### src/rtl/simt_sched_pkg.sv
// Shared types and encodings for the divergence-aware SIMT scheduler.
package simt_sched_pkg;

  typedef enum logic [2:0] {
    StIdle    = 3'd0,
    StFetch   = 3'd1,
    StDecode  = 3'd2,
    StRequest = 3'd3,
    StWait    = 3'd4,
    StExecute = 3'd5,
    StUpdate  = 3'd6,
    StDone    = 3'd7
  } core_state_e;

  localparam logic [1:0] LSU_IDLE       = 2'd0;
  localparam logic [1:0] LSU_REQUESTING = 2'd1;
  localparam logic [1:0] LSU_WAITING    = 2'd2;
  localparam logic [1:0] LSU_DONE       = 2'd3;

  localparam logic [2:0] FETCHER_FETCHED = 3'b010;

  // A lane holds the core in WAIT while its memory access is in flight.
  function automatic logic lsu_busy(input logic [1:0] st);
    return (st == LSU_REQUESTING) || (st == LSU_WAITING);
  endfunction

endpackage

### src/rtl/simt_sched_if.sv
// Scheduler-facing bus: fetch/decode/LSU/PC-unit inputs and core control outputs.
// Optional perf counter outputs exist only when SIMT_SCHED_PERF_EN is defined.
interface simt_sched_if #(
  parameter int unsigned THREADS_PER_BLOCK = 4,
  parameter int unsigned PC_BITS           = 8
);
  localparam int unsigned TcBits = $clog2(THREADS_PER_BLOCK) + 1;

  logic                                 start;
  logic [TcBits-1:0]                    thread_count;
  logic [2:0]                           fetcher_state;
  logic                                 decoded_mem_read_enable;
  logic                                 decoded_mem_write_enable;
  logic                                 decoded_ret;
  logic [2*THREADS_PER_BLOCK-1:0]       lsu_state;
  logic [PC_BITS*THREADS_PER_BLOCK-1:0] next_pc;

  logic [2:0]                           core_state;
  logic [PC_BITS-1:0]                   current_pc;
  logic [THREADS_PER_BLOCK-1:0]         active_mask;
  logic                                 done;
`ifdef SIMT_SCHED_PERF_EN
  logic [31:0]                          perf_cycles;
  logic [31:0]                          perf_instrs;
  logic [31:0]                          perf_divergent;
`endif

  modport master (
    input  start, thread_count, fetcher_state, decoded_mem_read_enable,
    input  decoded_mem_write_enable, decoded_ret, lsu_state, next_pc,
    output core_state, current_pc, active_mask,
`ifdef SIMT_SCHED_PERF_EN
    output perf_cycles, perf_instrs, perf_divergent,
`endif
    output done
  );

  modport slave (
    output start, thread_count, fetcher_state, decoded_mem_read_enable,
    output decoded_mem_write_enable, decoded_ret, lsu_state, next_pc,
    input  core_state, current_pc, active_mask,
`ifdef SIMT_SCHED_PERF_EN
    input  perf_cycles, perf_instrs, perf_divergent,
`endif
    input  done
  );

endinterface

### src/rtl/simt_pc_select.sv
// Combinational min-PC reduction tree over live lanes; returns the minimum PC,
// the lanes sitting at it, and whether any lane is still live.
module simt_pc_select #(
  parameter int unsigned THREADS_PER_BLOCK = 4,
  parameter int unsigned PC_BITS           = 8
) (
  input  logic [THREADS_PER_BLOCK-1:0][PC_BITS-1:0] pc,
  input  logic [THREADS_PER_BLOCK-1:0]              live,
  output logic [PC_BITS-1:0]                        minpc,
  output logic [THREADS_PER_BLOCK-1:0]              match,
  output logic                                      any_live
);

  localparam int unsigned Leaves = 1 << $clog2(THREADS_PER_BLOCK);
  localparam int unsigned Nodes  = 2 * Leaves - 1;

  always_comb begin
    logic [Nodes-1:0]              vld;
    logic [Nodes-1:0][PC_BITS-1:0] val;
    vld = '0;
    val = '0;
    // Heap layout: leaves at Leaves-1.., node k has children 2k+1 and 2k+2.
    for (int unsigned j = 0; j < THREADS_PER_BLOCK; j++) begin
      vld[Leaves-1+j] = live[j];
      val[Leaves-1+j] = pc[j];
    end
    for (int k = int'(Leaves) - 2; k >= 0; k--) begin
      if (vld[2*k+1] && (!vld[2*k+2] || (val[2*k+1] <= val[2*k+2]))) begin
        val[k] = val[2*k+1];
      end else begin
        val[k] = val[2*k+2];
      end
      vld[k] = vld[2*k+1] | vld[2*k+2];
    end
    any_live = vld[0];
    minpc    = vld[0] ? val[0] : '0;
    for (int unsigned i = 0; i < THREADS_PER_BLOCK; i++) begin
      match[i] = live[i] && (pc[i] == minpc);
    end
  end

endmodule

### src/rtl/simt_scheduler.sv
// Divergence-aware per-core scheduler: per-lane PCs, issue at the lowest live PC.
// Define SIMT_SCHED_PERF_EN to add cycle/instruction/divergence counters.
module simt_scheduler
  import simt_sched_pkg::*;
#(
  parameter int unsigned THREADS_PER_BLOCK = 4,
  parameter int unsigned PC_BITS           = 8
) (
  input logic          clk,
  input logic          reset,
  simt_sched_if.master bus
);

  localparam int unsigned T = THREADS_PER_BLOCK;

  core_state_e               state_q, state_d;
  logic [T-1:0][PC_BITS-1:0] pc_q, pc_d, pc_upd;
  logic [T-1:0]              live_q, live_d, live_upd, init_live, busy_lane;
  logic [T-1:0]              mask_q, mask_d, sel_mask;
  logic [PC_BITS-1:0]        cur_pc_q, cur_pc_d, sel_min;
  logic                      done_q, done_d, sel_any, busy;

  // Per-lane views: initial live set, WAIT stall, and post-UPDATE PCs/live flags.
  always_comb begin
    int eff;
    eff = (int'(bus.thread_count) > int'(T)) ? int'(T) : int'(bus.thread_count);
    pc_upd   = pc_q;
    live_upd = live_q;
    for (int i = 0; i < int'(T); i++) begin
      init_live[i] = (i < eff);
      busy_lane[i] = mask_q[i] && lsu_busy(bus.lsu_state[2*i +: 2]);
      if (mask_q[i]) begin
        if (bus.decoded_ret) begin
          live_upd[i] = 1'b0;
        end else begin
          pc_upd[i] = bus.next_pc[i*PC_BITS +: PC_BITS];
        end
      end
    end
    busy = |busy_lane;
  end

  simt_pc_select #(
    .THREADS_PER_BLOCK(T),
    .PC_BITS          (PC_BITS)
  ) u_pc_select (
    .pc      (pc_upd),
    .live    (live_upd),
    .minpc   (sel_min),
    .match   (sel_mask),
    .any_live(sel_any)
  );

  always_comb begin
    state_d  = state_q;
    pc_d     = pc_q;
    live_d   = live_q;
    mask_d   = mask_q;
    cur_pc_d = cur_pc_q;
    done_d   = done_q;
    unique case (state_q)
      StIdle: begin
        if (bus.start) begin
          if (init_live == '0) begin
            state_d = StDone;
            done_d  = 1'b1;
          end else begin
            state_d  = StFetch;
            live_d   = init_live;
            pc_d     = '0;
            cur_pc_d = '0;
            mask_d   = init_live;
          end
        end
      end
      StFetch:   if (bus.fetcher_state == FETCHER_FETCHED) state_d = StDecode;
      StDecode:  state_d = StRequest;
      StRequest: state_d = StWait;
      StWait:    if (!busy) state_d = StExecute;
      StExecute: state_d = StUpdate;
      StUpdate: begin
        pc_d     = pc_upd;
        live_d   = live_upd;
        cur_pc_d = sel_min;
        if (sel_any) begin
          mask_d  = sel_mask;
          state_d = StFetch;
        end else begin
          mask_d  = '0;
          state_d = StDone;
          done_d  = 1'b1;
        end
      end
      StDone: begin
        if (!bus.start) begin
          state_d = StIdle;
          done_d  = 1'b0;
        end
      end
    endcase
  end

  always_ff @(posedge clk) begin
    if (reset) begin
      state_q  <= StIdle;
      pc_q     <= '0;
      live_q   <= '0;
      mask_q   <= '0;
      cur_pc_q <= '0;
      done_q   <= 1'b0;
    end else begin
      state_q  <= state_d;
      pc_q     <= pc_d;
      live_q   <= live_d;
      mask_q   <= mask_d;
      cur_pc_q <= cur_pc_d;
      done_q   <= done_d;
    end
  end

  assign bus.core_state  = state_q;
  assign bus.current_pc  = cur_pc_q;
  assign bus.active_mask = mask_q;
  assign bus.done        = done_q;

  // Only memory instructions may leave an active lane's LSU in flight during WAIT.
  a_wait_needs_mem_op: assert property (@(posedge clk) disable iff (reset)
    (state_q == StWait && !(bus.decoded_mem_read_enable || bus.decoded_mem_write_enable))
      |-> !busy);

`ifdef SIMT_SCHED_PERF_EN
  logic [31:0] cyc_q, cyc_d, ins_q, ins_d, div_q, div_d;

  always_comb begin
    cyc_d = cyc_q;
    ins_d = ins_q;
    div_d = div_q;
    if (state_q == StIdle) begin
      if (state_d == StFetch) begin
        cyc_d = '0;
        ins_d = '0;
        div_d = '0;
      end
    end else if (state_q != StDone) begin
      cyc_d = cyc_q + 32'd1;
      if (state_q == StUpdate) begin
        ins_d = ins_q + 32'd1;
        if (sel_mask != live_upd) div_d = div_q + 32'd1;
      end
    end
  end

  always_ff @(posedge clk) begin
    if (reset) begin
      cyc_q <= '0;
      ins_q <= '0;
      div_q <= '0;
    end else begin
      cyc_q <= cyc_d;
      ins_q <= ins_d;
      div_q <= div_d;
    end
  end

  assign bus.perf_cycles    = cyc_q;
  assign bus.perf_instrs    = ins_q;
  assign bus.perf_divergent = div_q;
`endif

endmodule

### src/flat_wrapper.sv
// flat-port wrapper written by rule: the top's interface ports become plain ports
module simt_scheduler_flat import simt_sched_pkg::*;
#(
  parameter int unsigned THREADS_PER_BLOCK = 4,
  parameter int unsigned PC_BITS           = 8
)
  (clk, reset, bus_start, bus_thread_count, bus_fetcher_state, bus_decoded_mem_read_enable, bus_decoded_mem_write_enable, bus_decoded_ret, bus_lsu_state, bus_next_pc, bus_core_state, bus_current_pc, bus_active_mask, bus_done);
  simt_sched_if #(.THREADS_PER_BLOCK(THREADS_PER_BLOCK), .PC_BITS(PC_BITS)) bus_i ();
  input logic clk;
  input logic reset;
  input wire logic [$bits(bus_i.start)-1:0] bus_start;
  input wire logic [$bits(bus_i.thread_count)-1:0] bus_thread_count;
  input wire logic [$bits(bus_i.fetcher_state)-1:0] bus_fetcher_state;
  input wire logic [$bits(bus_i.decoded_mem_read_enable)-1:0] bus_decoded_mem_read_enable;
  input wire logic [$bits(bus_i.decoded_mem_write_enable)-1:0] bus_decoded_mem_write_enable;
  input wire logic [$bits(bus_i.decoded_ret)-1:0] bus_decoded_ret;
  input wire logic [$bits(bus_i.lsu_state)-1:0] bus_lsu_state;
  input wire logic [$bits(bus_i.next_pc)-1:0] bus_next_pc;
  output wire logic [$bits(bus_i.core_state)-1:0] bus_core_state;
  output wire logic [$bits(bus_i.current_pc)-1:0] bus_current_pc;
  output wire logic [$bits(bus_i.active_mask)-1:0] bus_active_mask;
  output wire logic [$bits(bus_i.done)-1:0] bus_done;
  assign bus_i.start = bus_start;
  assign bus_i.thread_count = bus_thread_count;
  assign bus_i.fetcher_state = bus_fetcher_state;
  assign bus_i.decoded_mem_read_enable = bus_decoded_mem_read_enable;
  assign bus_i.decoded_mem_write_enable = bus_decoded_mem_write_enable;
  assign bus_i.decoded_ret = bus_decoded_ret;
  assign bus_i.lsu_state = bus_lsu_state;
  assign bus_i.next_pc = bus_next_pc;
  assign bus_core_state = bus_i.core_state;
  assign bus_current_pc = bus_i.current_pc;
  assign bus_active_mask = bus_i.active_mask;
  assign bus_done = bus_i.done;
  simt_scheduler #(.THREADS_PER_BLOCK(THREADS_PER_BLOCK), .PC_BITS(PC_BITS)) u_core (.clk(clk), .reset(reset), .bus(bus_i));
endmodule
### config.mk
export PLATFORM = sky130hd
export DESIGN_NAME = simt_scheduler_flat
export DESIGN_NICKNAME = d
export VERILOG_FILES = /design/src/rtl/simt_sched_pkg.sv /design/src/rtl/simt_sched_if.sv /design/src/rtl/simt_pc_select.sv /design/src/rtl/simt_scheduler.sv /design/src/flat_wrapper.sv
export SDC_FILE = /design/constraint.sdc
export NUM_CORES = 1
export LEC_CHECK = 0
export ABC_AREA = 1
export BUFFER_PORTS_ARGS = -buffer_cell sky130_fd_sc_hd__buf_2
export CORE_MARGIN = 10
export CORE_UTILIZATION = 25
export DETAILED_ROUTE_END_ITERATION = 10
export SETUP_SLACK_MARGIN = 0.2
export SLEW_MARGIN = 20
export SYNTH_ARGS = -nofsm -noshare
export SYNTH_HDL_FRONTEND = slang
export SYNTH_SLANG_ARGS = --single-unit
export TNS_END_PERCENT = 20
### constraint.sdc
create_clock -name clk -period 5.2 [get_ports clk]
set_input_delay 0.52 -clock clk [delete_from_list [all_inputs] [get_ports clk]]
set_output_delay 0.52 -clock clk [all_outputs]
set_load 0.005 [all_outputs]
==> flow_metrics.env, run 1 <==
export IMPL_layout_drive_gt1_share_pct=17.9
export IMPL_syn_nets=812
export IMPL_crit_type="in -> reg"
export IMPL_antenna_found_initial=0
export IMPL_grt_overflow_total=0
export IMPL_arrival_ns=4.72
export IMPL_critPathTopFamily="simple AND/OR/NAND/NOR gates"
export IMPL_timing_hold_ws_ns=0.463
export IMPL_end_kind="register"
export IMPL_port_buffer_count=65
export IMPL_antenna_cells=0
export IMPL_fmax_mhz=223
export IMPL_finalHoldViolCount=0
export IMPL_dp_cells=1006
export IMPL_path_max_fanout=16
export IMPL_drtAntennaViolNets=0
export IMPL_synth_area_per_cell_um2=6.05
export IMPL_vias=4669
export IMPL_max_cap_violations=0
export IMPL_dp_hpwl_mm=11.2
export IMPL_syn2layout_area_growth_pct=14.8
export IMPL_power_density_nw_per_um2=535
export IMPL_hold_buffers=0
export IMPL_first_pass_iters=5
export IMPL_grt_max_degree=43
export IMPL_fin_crit_ns=4.48
export IMPL_fillCellCount=1977
export IMPL_nets=864
export IMPL_grt_pass1_wl_mm=23.0
export IMPL_viasPerCell=4.60
export IMPL_drtIter0Drc=360
export IMPL_synth_edf_count=0
export IMPL_layout_worst_path_cycle_share_pct=86.2
export IMPL_synth_cells=736
export IMPL_synthDistinctLibCells=38
export IMPL_setup_tns_ns=0
export IMPL_rsz0062_at_grt="no"
export IMPL_path_buf_inv=3
export IMPL_cts_made_buffers=5
export IMPL_slowest_stage="o21ai_0"
export IMPL_cts_sinks=52
export IMPL_grt_util_all_layers_pct=11.6
export IMPL_htree_levels=2
export IMPL_ys_flop_type="dfxtp_1"
export IMPL_worst_path_largest_cell_delay_ns=0.49
export IMPL_num_io_pins=68
export IMPL_cts_setup_buffers=0
export IMPL_clock_skew_final_ns=0.00922
export IMPL_cp_required_ns=5.44
export IMPL_status="finished, final reports clean"
export IMPL_setup_worst_path_start_class="primary input"
export IMPL_fp_dieH_um=153
export IMPL_tightest_slew_ns=0.850
export IMPL_cts_buffer_depth=2
export IMPL_setup_viol=0
export IMPL_most_common_layout_cells="258 x nand2_1, 85 x inv_1, 71 x nand3_1"
export IMPL_totalWireLength_mm=14.2
export IMPL_ys_warn_count=0
export IMPL_r2r_slack_ns=0.73
export IMPL_fin_util_pct=29.5
export IMPL_core_area_um2=17400
export IMPL_dieArea_um2=23600
export IMPL_setup_slack_ns=0.717
export IMPL_fin_cells=1014
export IMPL_preCtsSetupSlack_ns=0.495
export IMPL_ir_worst_vdd_uv=299
export IMPL_gp_congestion=0.921
export IMPL_mostFrequentLayoutCell="nand2_1"
export IMPL_slew_headroom_pct=43.2
export IMPL_synth_sequential_area_ratio_pct=23.4
export IMPL_die_w_um=153
export IMPL_cp_common_cell="nand2_1"
export IMPL_path_clk_slew_ns=0.07
export IMPL_yosys_register_bits=52
export IMPL_async_reset_ff_share_pct=0
export IMPL_p_leak_nw=2.62
export IMPL_cts_root_buf="clkbuf_16"
export IMPL_hold_class="reg -> reg"
export IMPL_rows=48
export IMPL_cts_resized=0
export IMPL_insertion_delay_ns=0.30
export IMPL_start_util_pct=25.7
export IMPL_synthesis_area_um2=4450
export IMPL_drc=0
export IMPL_slew_violations=0
export IMPL_grt_pass1_vias=4347
export IMPL_routedWlPerCell_um=14.0
export IMPL_cts_tree="built"
-- power breakdown --
part / internal (W) / switching, W / total (W)
Clock: 0.000193 / 0.000160 / 0.000352
Combinational: 0.000584 / 0.00131 / 0.00189
Sequential: 0.000440 / 0.0000529 / 0.000493
Total: 0.00122 / 0.00152 / 0.00274
-- worst min-delay path, stage by stage (launching register included) --
cell     delay, ns
dfxtp_1       0.31
nand2_1       0.06
a21oi_1       0.05
-- synth_stat cells, types with 2 or more instances --
cell type	n	area (um2)
buf_2	3	15.0
buf_6	4	45.0
buf_4	4	30.0
o21ai_0	19	95.1
nand4_1	5	31.3
nand2_1	258	968
a21oi_2	3	26.3
o21ai_2	14	123
dfxtp_1	52	1040
o21a_1	2	15.0
a21o_1	2	15.0
nand3_1	71	355
nand3_2	7	70.1
a31oi_1	3	18.8
ha_1	24	300
or2_2	2	12.5
and2_1	4	25.0
clkbuf_1	15	56.3
o21ai_4	2	32.5
nor3_1	5	25.0
mux2i_2	2	27.5
o21ai_1	13	65.1
nand2_4	9	101
nand2_2	9	56.3
a21oi_1	60	300
inv_2	8	30.0
nor2_1	41	154
inv_1	85	319
-- layout make-up --
type / instances / area [um2] / share of cell area (%)
Inverter: 95 / 372 / 7.27
Timing Repair Buffer: 72 / 378 / 7.39
Clock buffer: 7 / 143 / 2.79
Tap cell: 225 / 282 / 5.51
Sequential cell: 52 / 1040 / 20.4
Multi-Input combinational cell: 562 / 2890 / 56.5
Clock inverter: 1 / 7.51 / 0.147
-- stage by stage --
stage | area (um2) | total power [W]
floorplan | 4450 | 0.00195
global placement | 4960 | 0.00237
detailed placement | 4960 | 0.00238
CTS | 5110 | 0.00274
global route | 5110 | 0.00301
finish | 5110 | 0.00274
-- path summary, 6_finish.rpt --
| kind | startpoint | to | cells after the start |
|---|---|---|---|
| worst min-delay path | u_core.pc_q[27]$_SDFFE_PP0P_ | u_core.pc_q[27]$_SDFFE_PP0P_ | 2 |
| worst max register to register | u_core.bus.active_mask[2]$_SDFFE_PP0P_ | u_core.bus.active_mask[0]$_SDFFE_PP0P_ | 27 |
| worst min register to register | u_core.pc_q[27]$_SDFFE_PP0P_ | u_core.pc_q[27]$_SDFFE_PP0P_ | 2 |
| worst max-delay path | bus_decoded_ret | u_core.bus.active_mask[0]$_SDFFE_PP0P_ | 29 |
-- registers in the layout, summed over array words and instances (netlist names) --
signal,count
u_core.bus.core_state,3
u_core.bus.current_pc,8
u_core.pc_q,32
u_core.bus.active_mask,4
u_core.bus.done,1
u_core.live_q,4
-- kinds of logic after synthesis --
group	count (synthesis)	share of synthesized area, %
flops	52	23.4
mux	2	0.618
compound gates	121	16.2
fa+ha+maj	24	6.74
simple gates	415	41.3
buf+inv	122	11.7
-- metal layers --
metal | vias up | track usage (%) | wire length [um]
li1 | 2455 | - | -
met1 | 2081 | 15.7 | 6770
met2 | 122 | 18.7 | 6400
met3 | 11 | 2.36 | 827
met4 | 0 | 2.20 | 160
met5 | - | 0 | 0
Note: power is estimated with default switching activity, not from simulation.
==> inputs of run 2 (changes only) <==
--- a/config.mk
+++ b/config.mk
@@ -16,2 +16,3 @@
 export SYNTH_HDL_FRONTEND = slang
+export SYNTH_HIERARCHICAL = 1
 export SYNTH_SLANG_ARGS = --single-unit
==> constraint.sdc (replaced) <==
create_clock -name clk -period 5.2 [get_ports clk]
set_input_delay 0.26 -clock clk [delete_from_list [all_inputs] [get_ports clk]]
set_output_delay 0.26 -clock clk [all_outputs]
set_load 0.005 [all_outputs]
==> flow_metrics.env, run 2 <==
export IMPL_most_common_layout_cells="238 x nand2_1, 68 x inv_1, 65 x buf_2"
export IMPL_cts_sinks=52
export IMPL_drtIter0Drc=338
export IMPL_largest_register="u_core/pc_q"
export IMPL_p_leak_nw=2.56
export IMPL_r2r_slack_ns=0.78
export IMPL_clock_skew_final_ns=0.00380
export IMPL_ys_warn_count=6
export IMPL_fmax_mhz=226
export IMPL_core_area_um2=18600
export IMPL_slew_violations=0
export IMPL_slew_headroom_pct=45.5
export IMPL_largest_reg_flops=32
export IMPL_setup_viol=0
export IMPL_synth_most_common_cell="nand2_1"
export IMPL_dp_hpwl_mm=10.5
export IMPL_rows=50
export IMPL_grt_overflow_total=0
export IMPL_synthDistinctLibCells=40
export IMPL_synth_area_leaders="dfxtp_1 22%, nand2_1 19%, mux2_2 7.7%"
export IMPL_htree_levels=2
export IMPL_syn2layout_area_growth_pct=14.1
export IMPL_layout_worst_path_cycle_share_pct=84.9
export IMPL_place_area_um2=5140
export IMPL_finalHoldViolCount=0
export IMPL_grt_util_all_layers_pct=10.6
export IMPL_die_w_um=157
export IMPL_viasPerCell=4.57
export IMPL_routedWlPerCell_um=13.4
export IMPL_fin_area_um2=5360
export IMPL_timing_hold_ws_ns=0.370
export IMPL_drc=0
export IMPL_gp_congestion=0.850
export IMPL_grt_pass1_wl_mm=21.7
export IMPL_mostFrequentLayoutCell="nand2_1"
export IMPL_fin_crit_ns=4.42
export IMPL_yosys_register_bits=52
export IMPL_num_io_pins=68
export IMPL_worst_path_largest_cell_delay_ns=0.41
export IMPL_setup_tns_ns=0
export IMPL_setup_worst_path_start_class="register"
export IMPL_vias=4578
export IMPL_cts_root_buf="clkbuf_16"
export IMPL_port_buffer_count=65
export IMPL_cts_buffer_depth=2
export IMPL_synth_edf_count=0
export IMPL_tightest_slew_ns=0.816
export IMPL_path_max_fanout=16
export IMPL_synth_area_per_cell_um2=6.59
export IMPL_first_pass_iters=5
export IMPL_arrival_ns=4.65
export IMPL_hold_class="in -> reg"
export IMPL_drtAntennaViolNets=0
export IMPL_cp_required_ns=5.43
export IMPL_ys_flop_type="dfxtp_1"
export IMPL_synth_sequential_area_ratio_pct=22.2
export IMPL_synthTopCellsByCount="238 x nand2_1, 68 x inv_1, 57 x nand3_1"
export IMPL_antenna_found_initial=3
export IMPL_fillCellCount=2044
export IMPL_cts_made_buffers=5
export IMPL_async_reset_ff_share_pct=0
export IMPL_grt_pass1_vias=4242
export IMPL_cts_tree="built"
export IMPL_dieArea_um2=24700
export IMPL_syn_nets=789
export IMPL_grt_max_degree=46
export IMPL_cp_common_cell="nand2_1"
export IMPL_nets=840
export IMPL_slowest_stage="mux2_2"
export IMPL_max_cap_violations=0
export IMPL_fp_dieH_um=157
export IMPL_end_kind="register"
export IMPL_totalWireLength_mm=13.4
export IMPL_path_clk_slew_ns=0.07
export IMPL_synth_top_area_share_pct=22.2
export IMPL_yosys_area_top_type="dfxtp_1"
export IMPL_synthesis_area_um2=4700
export IMPL_start_util_pct=25.3
export IMPL_power_density_nw_per_um2=595
export IMPL_synth_cells=713
export IMPL_insertion_delay_ns=0.29
export IMPL_layout_drive_gt1_share_pct=24.2
export IMPL_rsz0062_at_grt="no"
export IMPL_status="finished, final reports clean"
export IMPL_ir_worst_vdd_uv=224
export IMPL_crit_type="reg -> reg"
==> run 2: cell count changes after synthesis, moves of 6 or more <==
cell,delta
nand3_1,-14
mux2_2,+32
nand2_2,+6
o21ai_0,-12
nand4_1,+10
nand2_1,-20
nor2_2,+13
clkbuf_1,-9
inv_1,-17
o21ai_1,-6
o21ai_2,-11
==> run 2: layout make-up <==
type                            instances  area [um2]  share of cell area, %
Antenna cell                            2        5.00                 0.0934
Clock buffer                            7         153                   2.85
Clock inverter                          1        30.0                  0.560
Inverter                               76         290                   5.42
Multi-Input combinational cell        560        3180                   59.3
Sequential cell                        52        1040                   19.4
Tap cell                              234         293                   5.46
Timing Repair Buffer                   69         368                   6.86
==> run 2: logic make-up (layout without fill, tap and decap cells) <==
family / count (synthesis) / in the layout / synth area share, %
muxes: 32 / 32 / 7.67
DFF: 52 / 52 / 22.2
other: 0 / 2 / 0
adders and majority gates: 24 / 24 / 6.39
buffers and inverters: 101 / 153 / 10.3
and+or+nand+nor: 415 / 415 / 41.9
AOI/OAI and AO/OA: 89 / 89 / 11.6
==> run 2: worst paths after layout <==
kind / start / end / depth (start not counted)
worst max-delay path: u_core/bus.active_mask[1]$_SDFFE_PP0P_ / u_core/bus.active_mask[1]$_SDFFE_PP0P_ / 32
worst min-delay path: bus_thread_count[2] / u_core/bus.active_mask[3]$_SDFFE_PP0P_ / 5
worst max register to register: u_core/bus.active_mask[1]$_SDFFE_PP0P_ / u_core/bus.active_mask[1]$_SDFFE_PP0P_ / 32
worst min register to register: u_core/bus.current_pc[7]$_SDFFE_PP0P_ / u_core/bus.current_pc[7]$_SDFFE_PP0P_ / 2
==> run 2: repair_timing <==
action / in CTS / in global routing
setup endpoints to repair: 0 / 2
hold buffers: 0 / 0
resized for setup: 0 / 1
setup buffers: 0 / 2
==> run 2: per-stage QoR <==
stage	utilization, %	power [W]	worst slack (ns)	instances
2_1_floorplan	-	0.00238	1.36	713
6_report	28.8	0.00319	0.784	1001
3_3_place_gp	27.7	0.00271	0.519	989
5_1_grt	28.8	0.00348	0.291	1000
4_1_cts	28.6	0.00313	0.651	997
3_5_place_dp	27.7	0.00272	0.506	989
==> run 2: power by group <==
part,switching (W),internal [W]
Combinational,0.00153,0.000746
Sequential,0.0000588,0.000448
Clock,0.000149,0.000254
Total,0.00174,0.00145
==> run 2: critical path: cells and delay by family, from the launching register on <==
kind	cells	cell delay, ns
AOI/OAI and AO/OA	1	0.17
buffers and inverters	2	0.16
and+or+nand+nor	26	2.71
adders and majority gates	2	0.55
DFF	1	0.36
muxes	1	0.41
==> run 2: metal layers <==
layer	track usage [%]	up-vias	wire length, um
met5	0	-	7
met4	1.96	2	132
met3	2.57	15	789
met2	15.7	99	5630
met1	15.3	2049	6810
li1	-	2413	-
==> inputs of run 3 (changes only) <==
Clock period 5.2 ns to 4.07 ns, I/O delays scaled along.
==> flow_metrics.env, run 3 (same netlist as run 2, synthesis figures left out) <==
export IMPL_slew_violations=0
export IMPL_worst_path_largest_cell_delay_ns=0.38
export IMPL_max_cap_violations=0
export IMPL_cts_root_buf="clkbuf_16"
export IMPL_rr_startpoint="u_core/bus.active_mask[0]$_SDFFE_PP0P_"
export IMPL_r2r_cells=29
export IMPL_cts_made_buffers=5
export IMPL_finalHoldViolCount=0
export IMPL_fmax_mhz=249
export IMPL_antenna_found_initial=1
export IMPL_path_clk_slew_ns=0.07
export IMPL_place_area_um2=5890
export IMPL_dp_cells=1084
export IMPL_layout_drive_gt1_share_pct=42.7
export IMPL_preCtsSetupSlack_ns=-0.338
export IMPL_setup_worst_path_start_class="register"
export IMPL_hold_class="in -> reg"
export IMPL_grt_max_degree=46
export IMPL_dieArea_um2=24700
export IMPL_grt_overflow_total=0
export IMPL_grt_util_all_layers_pct=12.2
export IMPL_port_buffer_count=65
export IMPL_p_leak_nw=3.23
export IMPL_fin_cells=1112
export IMPL_crit_start="u_core/bus.active_mask[0]$_SDFFE_PP0P_"
export IMPL_core_area_um2=18600
export IMPL_htree_levels=2
export IMPL_grt_pass1_wl_mm=24.6
export IMPL_grt_pass1_vias=4883
export IMPL_slowest_stage="mux2_2"
export IMPL_fin_util_pct=36.7
export IMPL_clock_skew_final_ns=0.0109
export IMPL_antenna_cells=0
export IMPL_rows=50
export IMPL_die_w_um=157
export IMPL_r2r_slack_ns=0.05
export IMPL_setup_viol=0
export IMPL_path_buf_inv=5
export IMPL_largest_register="u_core/pc_q"
export IMPL_totalWireLength_mm=15.6
export IMPL_drc=0
export IMPL_fin_crit_ns=4.02
export IMPL_num_io_pins=68
export IMPL_syn2layout_area_growth_pct=45.3
export IMPL_vias=5139
export IMPL_arrival_ns=4.22
export IMPL_path_max_fanout=8
export IMPL_most_common_layout_cells="212 x nand2_1, 105 x buf_4, 65 x buf_2"
export IMPL_reg2reg_to="u_core/bus.active_mask[3]$_SDFFE_PP0P_"
export IMPL_status="finished, final reports clean"
export IMPL_insertion_delay_ns=0.31
export IMPL_drtIter0Drc=270
export IMPL_cts_tree="built"
export IMPL_rsz0062_at_grt="yes"
export IMPL_tightest_slew_ns=0.827
export IMPL_mostFrequentLayoutCell="nand2_1"
export IMPL_routedWlPerCell_um=14.0
export IMPL_dp_hpwl_mm=11.7
export IMPL_cts_buffer_depth=2
export IMPL_cts_sinks=52
export IMPL_ir_worst_vdd_uv=299
export IMPL_viasPerCell=4.62
export IMPL_setup_worst_path_end="u_core/bus.active_mask[3]$_SDFFE_PP0P_"
export IMPL_drtAntennaViolNets=0
export IMPL_largest_reg_flops=32
export IMPL_setup_slack_ns=0.0460
export IMPL_power_density_nw_per_um2=768
export IMPL_fin_area_um2=6830
export IMPL_crit_type="reg -> reg"
export IMPL_end_kind="register"
export IMPL_layout_worst_path_cycle_share_pct=98.9
export IMPL_cp_num_cells=29
export IMPL_slew_headroom_pct=44.9
export IMPL_first_pass_iters=5
export IMPL_nets=953
export IMPL_cp_common_cell="nand2_1"
export IMPL_cp_required_ns=4.27
export IMPL_gp_congestion=0.852
export IMPL_start_util_pct=25.3
export IMPL_critPathTopFamily="simple AND/OR/NAND/NOR gates"
export IMPL_fp_dieH_um=157
## run 3: cell count changes in the layout (fill, tap and decap cells not counted), sizes merged
| cell | previous run | this run |
|---|---|---|
| buf | 69 | 179 |
| clkinvlp | 0 | 3 |
| nand2 | 264 | 267 |
| clkbuf | 7 | 5 |
| diode | 2 | 0 |
| bufinv | 1 | 0 |
| clkinv | 0 | 1 |
| inv | 76 | 75 |
## run 3: worst min-delay path by stage
stage | cells past startpoint | slack [ns] | from | endpoint
floorplan | 2 | 0.44 | u_core/pc_q[0]$_SDFFE_PP0P_ | u_core/pc_q[0]$_SDFFE_PP0P_
global placement | 2 | 0.45 | u_core/bus.current_pc[5]$_SDFFE_PP0P_ | u_core/bus.current_pc[5]$_SDFFE_PP0P_
detailed placement | 2 | 0.45 | u_core/bus.current_pc[5]$_SDFFE_PP0P_ | u_core/bus.current_pc[5]$_SDFFE_PP0P_
CTS | 5 | 0.30 | bus_thread_count[2] | u_core/bus.active_mask[3]$_SDFFE_PP0P_
global route | 6 | 0.34 | bus_start | u_core/bus.done$_SDFFE_PP0P_
finish | 5 | 0.33 | bus_start | u_core/bus.done$_SDFFE_PP0P_
## run 3: layout make-up
type,instances,area (um2)
fillers,1916,11800
multi-input cells,563,3780
repair buffers,179,1260
flip-flops and latches,52,1050
inverters,76,297
well taps,234,293
clock buffers,5,125
clock inverters,3,23.8
## run 3: layer usage
layer,GRT usage [%],vias up,wire length (um)
met2,19.3,123,7070
met5,0,-,17
met3,2.57,16,922
met4,3.29,2,249
met1,16.4,2344,7350
li1,-,2654,-
## run 3: power by group
group          internal [W]  leakage, nW  switching (W)  total (W)
Sequential         0.000581        0.424      0.0000709   0.000652
Combinational       0.00171         2.74        0.00243    0.00415
Clock              0.000229       0.0660       0.000211   0.000441
## run 3: timing repair
item,4_1_cts,5_1_grt
cloned,3,1
pin swaps,52,25
hold buffers,0,0
resized for setup,113,25
endpoints found under the setup margin,12,12
setup buffers,15,1
## run 3: tightest hold or removal path: stages
cell and delay (ns):
buf_2 0.10, nand2_1 0.08, nand3_1 0.08, o21ai_0 0.07, nor2_1 0.07
## run 3: per-stage QoR
stage / hold WS (ns) / total power (W) / setup TNS [ns]
2_1_floorplan: 0.440 / 0.00303 / 0
3_3_place_gp: 0.446 / 0.00407 / -0.909
3_5_place_dp: 0.451 / 0.00408 / -1.71
4_1_cts: 0.300 / 0.00505 / 0
5_1_grt: 0.339 / 0.00564 / -0.483
6_report: 0.328 / 0.00524 / 0
